[src/rtl/game_pkg.sv]
`default_nettype none
// ============================================================================
//  Module      : game_pkg
//  Description : Shared game constants, BCD digit type and converter FSM
//                state encoding, used by the game controller and the score
//                display path.
//  Revision    : 1.0 - initial release
// ============================================================================
package game_pkg;

    localparam int          SCORE_W   = 12;
    localparam int          DIGITS    = 3;
    localparam int          LEVEL_W   = 4;
    localparam int unsigned MAX_LEVEL = 9;

    typedef logic [3:0] bcd_digit_t;

    typedef enum logic [1:0] {
        IDLE   = 2'd0,
        SHIFT  = 2'd1,
        COMMIT = 2'd2
    } conv_state_t;

    // Largest value representable in 'digits' decimal digits (10^digits - 1).
    function automatic int unsigned max_score(input int unsigned digits);
        int unsigned m;
        m = 1;
        for (int unsigned i = 0; i < digits; i++) begin
            m = m * 10;
        end
        return m - 1;
    endfunction

endpackage
`default_nettype wire

[src/rtl/score_bcd_converter_if.sv]
`default_nettype none
// ============================================================================
//  Module      : score_bcd_converter_if
//  Description : Score/level request and BCD display-result bundle between
//                the game controller (master) and the converter (slave).
//  Revision    : 1.0 - initial release
// ============================================================================
interface score_bcd_converter_if #(
    parameter int SCORE_W = game_pkg::SCORE_W,
    parameter int DIGITS  = game_pkg::DIGITS,
    parameter int LEVEL_W = game_pkg::LEVEL_W
);

    logic                   startOfFrame;
    logic [SCORE_W-1:0]     score;
    logic [LEVEL_W-1:0]     level;
    logic [4*DIGITS-1:0]    score_digits;
    logic [3:0]             level_digit;
    logic                   overflow;
    logic                   busy;
    logic                   digits_valid;

    modport master (
        output startOfFrame, score, level,
        input  score_digits, level_digit, overflow, busy, digits_valid
    );

    modport slave (
        input  startOfFrame, score, level,
        output score_digits, level_digit, overflow, busy, digits_valid
    );

endinterface
`default_nettype wire

[src/rtl/bcd_add3.sv]
`default_nettype none
// ============================================================================
//  Module      : bcd_add3
//  Description : Double-dabble nibble adjust: digits of 5 or more get +3 so
//                that the following left shift carries into the next digit.
//  Revision    : 1.0 - initial release
// ============================================================================
module bcd_add3
    import game_pkg::*;
(
    input  bcd_digit_t i_digit,
    output bcd_digit_t o_digit
);

    assign o_digit = (i_digit >= 4'd5) ? (i_digit + 4'd3) : i_digit;

endmodule
`default_nettype wire

[src/rtl/score_bcd_converter.sv]
`default_nettype none
// ============================================================================
//  Module      : score_bcd_converter
//  Description : Per-frame sequential double-dabble conversion of the binary
//                score into BCD digits, with the level clamped to one digit.
//                Score digits, overflow and level update together.
//  Revision    : 1.0 - initial release
// ============================================================================
module score_bcd_converter
    import game_pkg::bcd_digit_t;
#(
    parameter int SCORE_W = game_pkg::SCORE_W,
    parameter int DIGITS  = game_pkg::DIGITS,
    parameter int LEVEL_W = game_pkg::LEVEL_W
) (
    input  wire logic               clk,
    input  wire logic               resetN,   // active-high synchronous reset
    score_bcd_converter_if.slave    bus
);

    // One guard digit above the displayed digits flags out-of-range scores.
    localparam int          c_BCD_W     = 4 * (DIGITS + 1);
    localparam int          c_CNT_W     = $clog2(SCORE_W + 1);
    localparam int unsigned c_MAX_SCORE = game_pkg::max_score(DIGITS);

    localparam logic [1:0]  c_ST_IDLE   = game_pkg::IDLE;
    localparam logic [1:0]  c_ST_SHIFT  = game_pkg::SHIFT;
    localparam logic [1:0]  c_ST_COMMIT = game_pkg::COMMIT;

    logic [1:0]             state_q,        state_d;
    logic [c_CNT_W-1:0]     cnt_q,          cnt_d;
    logic [SCORE_W-1:0]     bin_q,          bin_d;
    logic [SCORE_W-1:0]     score_cap_q,    score_cap_d;
    logic [LEVEL_W-1:0]     level_cap_q,    level_cap_d;
    logic [c_BCD_W-1:0]     bcd_q,          bcd_d;
    logic [4*DIGITS-1:0]    score_digits_q, score_digits_d;
    bcd_digit_t             level_digit_q,  level_digit_d;
    logic                   overflow_q,     overflow_d;

    logic [c_BCD_W-1:0]     w_adj;
    logic [c_BCD_W:0]       w_shift_full;
    logic                   w_guard_nz;
    logic                   w_too_big;
    bcd_digit_t             w_level_clamped;

    generate
        for (genvar g = 0; g < DIGITS + 1; g++) begin : g_add3
            bcd_add3 u_add3 (
                .i_digit (bcd_q[4*g +: 4]),
                .o_digit (w_adj[4*g +: 4])
            );
        end
    endgenerate

    // Adjusted accumulator shifted left with the next binary MSB; the extra
    // top bit is whatever falls out of the guard digit.
    assign w_shift_full    = {w_adj, bin_q[SCORE_W-1]};
    assign w_guard_nz      = |w_shift_full[c_BCD_W -: 5];
    assign w_too_big       = 32'(score_cap_q) > c_MAX_SCORE;
    assign w_level_clamped = (32'(level_cap_q) > game_pkg::MAX_LEVEL)
                             ? 4'(game_pkg::MAX_LEVEL) : 4'(level_cap_q);

    // Next-state logic: capture on frame start, shift one bit per cycle, and
    // register the results on the final shift so they are visible for the
    // whole COMMIT cycle alongside the digits_valid pulse.
    always_comb begin
        state_d        = state_q;
        cnt_d          = cnt_q;
        bin_d          = bin_q;
        score_cap_d    = score_cap_q;
        level_cap_d    = level_cap_q;
        bcd_d          = bcd_q;
        score_digits_d = score_digits_q;
        level_digit_d  = level_digit_q;
        overflow_d     = overflow_q;

        case (state_q)
            c_ST_IDLE: begin
                if (bus.startOfFrame) begin
                    score_cap_d = bus.score;
                    level_cap_d = bus.level;
                    bin_d       = bus.score;
                    bcd_d       = '0;
                    cnt_d       = c_CNT_W'(SCORE_W);
                    state_d     = c_ST_SHIFT;
                end
            end
            c_ST_SHIFT: begin
                bcd_d = w_shift_full[c_BCD_W-1:0];
                bin_d = {bin_q[SCORE_W-2:0], 1'b0};
                cnt_d = cnt_q - c_CNT_W'(1);
                if (cnt_q == c_CNT_W'(1)) begin
                    state_d = c_ST_COMMIT;
                    if (w_guard_nz || w_too_big) begin
                        score_digits_d = {DIGITS{4'h9}};
                        overflow_d     = 1'b1;
                    end else begin
                        score_digits_d = w_shift_full[4*DIGITS-1:0];
                        overflow_d     = 1'b0;
                    end
                    level_digit_d = w_level_clamped;
                end
            end
            c_ST_COMMIT: begin
                state_d = c_ST_IDLE;
            end
            default: begin
                state_d = c_ST_IDLE;
            end
        endcase
    end

    // State and datapath registers with synchronous reset.
    always_ff @(posedge clk) begin
        if (resetN) begin
            state_q        <= c_ST_IDLE;
            cnt_q          <= '0;
            bin_q          <= '0;
            score_cap_q    <= '0;
            level_cap_q    <= '0;
            bcd_q          <= '0;
            score_digits_q <= '0;
            level_digit_q  <= '0;
            overflow_q     <= 1'b0;
        end else begin
            state_q        <= state_d;
            cnt_q          <= cnt_d;
            bin_q          <= bin_d;
            score_cap_q    <= score_cap_d;
            level_cap_q    <= level_cap_d;
            bcd_q          <= bcd_d;
            score_digits_q <= score_digits_d;
            level_digit_q  <= level_digit_d;
            overflow_q     <= overflow_d;
        end
    end

    assign bus.score_digits = score_digits_q;
    assign bus.level_digit  = level_digit_q;
    assign bus.overflow     = overflow_q;
    assign bus.busy         = (state_q == c_ST_SHIFT);
    assign bus.digits_valid = (state_q == c_ST_COMMIT);

endmodule
`default_nettype wire

[src/flat_wrapper.sv]
// flat-port wrapper written by rule: the top's interface ports become plain ports
module score_bcd_converter_flat import game_pkg::bcd_digit_t;
#(
    parameter int SCORE_W = game_pkg::SCORE_W,
    parameter int DIGITS  = game_pkg::DIGITS,
    parameter int LEVEL_W = game_pkg::LEVEL_W
)
  (clk, resetN, bus_startOfFrame, bus_score, bus_level, bus_score_digits, bus_level_digit, bus_overflow, bus_busy, bus_digits_valid);
  score_bcd_converter_if #(.SCORE_W(SCORE_W), .DIGITS(DIGITS), .LEVEL_W(LEVEL_W)) bus_i ();
  input  wire logic clk;
  input  wire logic resetN;
  input wire logic [$bits(bus_i.startOfFrame)-1:0] bus_startOfFrame;
  input wire logic [$bits(bus_i.score)-1:0] bus_score;
  input wire logic [$bits(bus_i.level)-1:0] bus_level;
  output wire logic [$bits(bus_i.score_digits)-1:0] bus_score_digits;
  output wire logic [$bits(bus_i.level_digit)-1:0] bus_level_digit;
  output wire logic [$bits(bus_i.overflow)-1:0] bus_overflow;
  output wire logic [$bits(bus_i.busy)-1:0] bus_busy;
  output wire logic [$bits(bus_i.digits_valid)-1:0] bus_digits_valid;
  assign bus_i.startOfFrame = bus_startOfFrame;
  assign bus_i.score = bus_score;
  assign bus_i.level = bus_level;
  assign bus_score_digits = bus_i.score_digits;
  assign bus_level_digit = bus_i.level_digit;
  assign bus_overflow = bus_i.overflow;
  assign bus_busy = bus_i.busy;
  assign bus_digits_valid = bus_i.digits_valid;
  score_bcd_converter #(.SCORE_W(SCORE_W), .DIGITS(DIGITS), .LEVEL_W(LEVEL_W)) u_core (.clk(clk), .resetN(resetN), .bus(bus_i));
endmodule
[config.mk]
export PLATFORM = sky130hd
export DESIGN_NAME = score_bcd_converter_flat
export DESIGN_NICKNAME = d
export VERILOG_FILES = /design/src/rtl/game_pkg.sv /design/src/rtl/score_bcd_converter_if.sv /design/src/rtl/bcd_add3.sv /design/src/rtl/score_bcd_converter.sv /design/src/flat_wrapper.sv
export SDC_FILE = /design/constraint.sdc
export NUM_CORES = 1
export LEC_CHECK = 0
export BUFFER_PORTS_ARGS = -buffer_cell sky130_fd_sc_hd__buf_2
export CAP_MARGIN = 40
export CORE_UTILIZATION = 50
export DETAILED_ROUTE_END_ITERATION = 16
export PLACE_DENSITY = 0.71
export SYNTH_ARGS = -nofsm -noshare
export SYNTH_HDL_FRONTEND = slang
export SYNTH_SLANG_ARGS = --single-unit
[constraint.sdc]
create_clock -name clk -period 4 [get_ports clk]
set_clock_uncertainty 0.15 [all_clocks]
set_input_delay 0.6 -clock clk [delete_from_list [all_inputs] [get_ports clk]]
set_output_delay 0.6 -clock clk [all_outputs]
set_load 0.02 [all_outputs]
==> flow_metrics.env <==
export IMPL_run_status="complete, but fails checks"
export IMPL_violations="design-rule violations"
export IMPL_port_buffers=37
export IMPL_fin_nets=413
export IMPL_slew_viol_final=0
export IMPL_power_leakage_nw=1.257
export IMPL_yosysTopAreaCellShare_pct=44.77
export IMPL_critPathArrivalTime_ps=1550
export IMPL_avgSynthCellArea_um2=8.129
export IMPL_synthTopCellsByArea="dfxtp_1 45%, nand2_1 9.3%, a21oi_1 7.3%, ha_1 4.4%, nand3_1 2.8%"
export IMPL_antenna_found_initial=0
export IMPL_slew_headroom_pct=45.98
export IMPL_routabilityCongestion=0.8119
export IMPL_hold_path_class="flip-flop to flip-flop"
export IMPL_switchingPower_uw=353.7
export IMPL_power_density_mw_per_mm2=440.2
export IMPL_grt_overflow=0
export IMPL_grt_max_degree=50
export IMPL_yosysTopAreaCell="dfxtp_1"
export IMPL_async_flop_share_pct=0
export IMPL_num_rows=27
export IMPL_max_freq_mhz=435.0
export IMPL_vias=2484
export IMPL_io_pins=38
export IMPL_rr_startpoint="u_core.state_q[1]"
export IMPL_clkPwrFrac_pct=45.6
export IMPL_htreeDepth=3
export IMPL_seq_power_share_pct=46.1
export IMPL_syn_area_mm2=0.002861
export IMPL_cts_hold_buffers=0
export IMPL_cts_buffers=9
export IMPL_cap_violations=0
export IMPL_ys_seq_area_share_pct=44.77
export IMPL_synthTopCellsByCount="71 x nand2_1, 64 x dfxtp_1, 42 x a21oi_1"
export IMPL_drive_gt1_share_pct=16.45
export IMPL_fin_hold_ws_ps=299.8
export IMPL_critPathMaxFanout=27
export IMPL_wire_per_inst_um=13.29
export IMPL_pwr_share_comb_pct=8.4
export IMPL_first_global_vias=2286
export IMPL_rsz0062_at_grt="false"
export IMPL_synth_most_common_cell="nand2_1"
export IMPL_hold_start="u_core.bus.score_digits[2]"
export IMPL_worstSetupPathType="flip-flop to output pin"
export IMPL_final_hold_viol_count=0
export IMPL_track_usage_pct=21.41
export IMPL_worst_pin_slew_ps=807.3
export IMPL_die_h_um=77.65
export IMPL_intPower_mw=1.119
export IMPL_clkSlewWorstSetupHoldPaths_ps=80
export IMPL_switching_share_pct=24.01
export IMPL_insertion_delay_ps=340
export IMPL_synth_edff_count=0
export IMPL_cp_startpoint="u_core.state_q[1]"
export IMPL_cts_sinks=64
export IMPL_cp_start_kind="flip-flop"
export IMPL_post_cts_setup_buffers=0
export IMPL_yosysWarnings=0
export IMPL_coreArea_mm2=0.005507
export IMPL_fin_setup_tns_ps=0
export IMPL_detail_route_antenna_nets=0
export IMPL_synth_nets=381
export IMPL_place_hpwl_um=4176
export IMPL_post_cts_resized=0
export IMPL_cts_tree="done"
export IMPL_period_minus_slack_ps=2299
export IMPL_die_area_mm2=0.006030
export IMPL_cts_buffer_depth=2
export IMPL_utilization_pct=60.76
export IMPL_drtIter0Drc=116
export IMPL_min_period_over_period_pct=57.48
export IMPL_antenna_cells=0
export IMPL_worst_setup_path_end_kind="output pin"
export IMPL_die_x_um=77.65
export IMPL_cts_root_buffer="clkbuf_8"
export IMPL_synth_ff_type="dfxtp_1"
export IMPL_wl_um=6128
export IMPL_drc_errors=2
export IMPL_worst_ep_required_time_ps=3250
export IMPL_ir_drop_mv=0.3145
export IMPL_grt_pass1_wl_um=10170
export IMPL_firstDrtPassIters=10
export IMPL_syn_instance_count=352
export IMPL_synth_seq_cells=64
export IMPL_synth_distinct_cells=38
export IMPL_start_util_pct=51.97
export IMPL_syn_to_final_growth_pct=16.92
export IMPL_avgViaCountPerCell=5.388
export IMPL_setup_viol=0
## placed cells by master, fill, tap and decap left out, types with 2 or more instances in the layout
| cell type | n |
|---|---|
| nand4_1 | 4 |
| mux2i_1 | 4 |
| a211oi_1 | 6 |
| nand3_1 | 16 |
| nor2_1 | 21 |
| xnor2_1 | 4 |
| nor4_1 | 2 |
| nor3b_1 | 8 |
| nor3_1 | 9 |
| o21ai_0 | 15 |
| clkbuf_8 | 9 |
| ha_1 | 10 |
| buf_2 | 37 |
| clkinv_4 | 3 |
| buf_4 | 2 |
| o41ai_1 | 3 |
| a31oi_1 | 12 |
| and2_1 | 2 |
| nor3_4 | 2 |
| nand2_1 | 71 |
| nand3b_1 | 3 |
| inv_1 | 11 |
| bufinv_16 | 3 |
| a21oi_1 | 42 |
| nor2b_1 | 7 |
| nand2b_1 | 4 |
| dfxtp_1 | 64 |
## path summary, 6_finish.rpt
| path | cells past startpoint | slack (ps) | to |
|---|---|---|---|
| worst min-delay path | 2 | 300 | u_core.bus.score_digits[2] |
| worst max register to register | 7 | 1710 | u_core.bus.score_digits[8] |
| worst min register to register | 2 | 300 | u_core.bus.score_digits[2] |
| worst max-delay path | 4 | 1700 | bus_busy |
## final cells by class
class                   instances  area (um2)
fillers                       490        2161
clock buffers                   9       123.9
repair buffers                 41       235.2
well taps                      72       90.09
flip-flops and latches         64        1281
inverters                      12       50.05
clock inverters                 7       120.1
multi-input cells             256        1445
## power by group through the flow
stage | Combinational (mW) | Clock, mW | Sequential (mW)
2_1_floorplan | 0.0884 | 0 | 0.692
3_3_place_gp | 0.116 | 0 | 0.692
3_5_place_dp | 0.124 | 0 | 0.693
4_1_cts | 0.124 | 0.679 | 0.678
5_1_grt | 0.139 | 0.705 | 0.681
6_report | 0.123 | 0.671 | 0.678
## layer usage
| layer | up-vias | global-route usage, % | share of wire [%] |
|---|---|---|---|
| met5 | - | 0 | 0 |
| met4 | 0 | 9.057 | 1.2 |
| met3 | 7 | 4.353 | 3.5 |
| met2 | 50 | 36.64 | 48 |
| met1 | 1145 | 25.97 | 47 |
| li1 | 1282 | - | - |
## critical path: stages, from the launching register on
cell	delay, ps
dfxtp_1	340
nand2b_1	100
buf_4	280
clkinv_4	260
buf_2	230
## flip-flops by register name (all words and copies together) (netlist names)
signal,cells
u_core.bus.score_digits,12
u_core.score_cap_q,9
u_core.level_cap_q,4
u_core.cnt_q,4
u_core.state_q,2
u_core.bin_q,12
u_core.bcd_q,16
u_core.bus.level_digit,4
u_core.bus.overflow,1
## logic make-up (layout without fill, tap and decap cells)
logic type / count (synthesis) / after routing / synth area share (%)
AOI/OAI and AO/OA: 82 / 82 / 16.31
and+or+nand+nor: 154 / 154 / 26.50
xor gates and xnor gates: 5 / 5 / 1.530
DFF: 64 / 64 / 44.77
muxes: 5 / 5 / 1.793
adders and majority gates: 10 / 10 / 4.373
buffers and inverters: 32 / 69 / 4.722
## stage by stage
step / area, um2 / setup slack [ps] / power (mW) / instances
after floorplan: 2861 / 1996 / 0.7802 / 352
after global placement: 3067 / 1737 / 0.8084 / 443
after detailed placement: 3102 / 1716 / 0.8163 / 445
after CTS: 3346 / 1691 / 1.481 / 461
after global routing: 3346 / 1563 / 1.524 / 461
final: 3346 / 1701 / 1.473 / 461
Power figures use the tool's default switching activity.
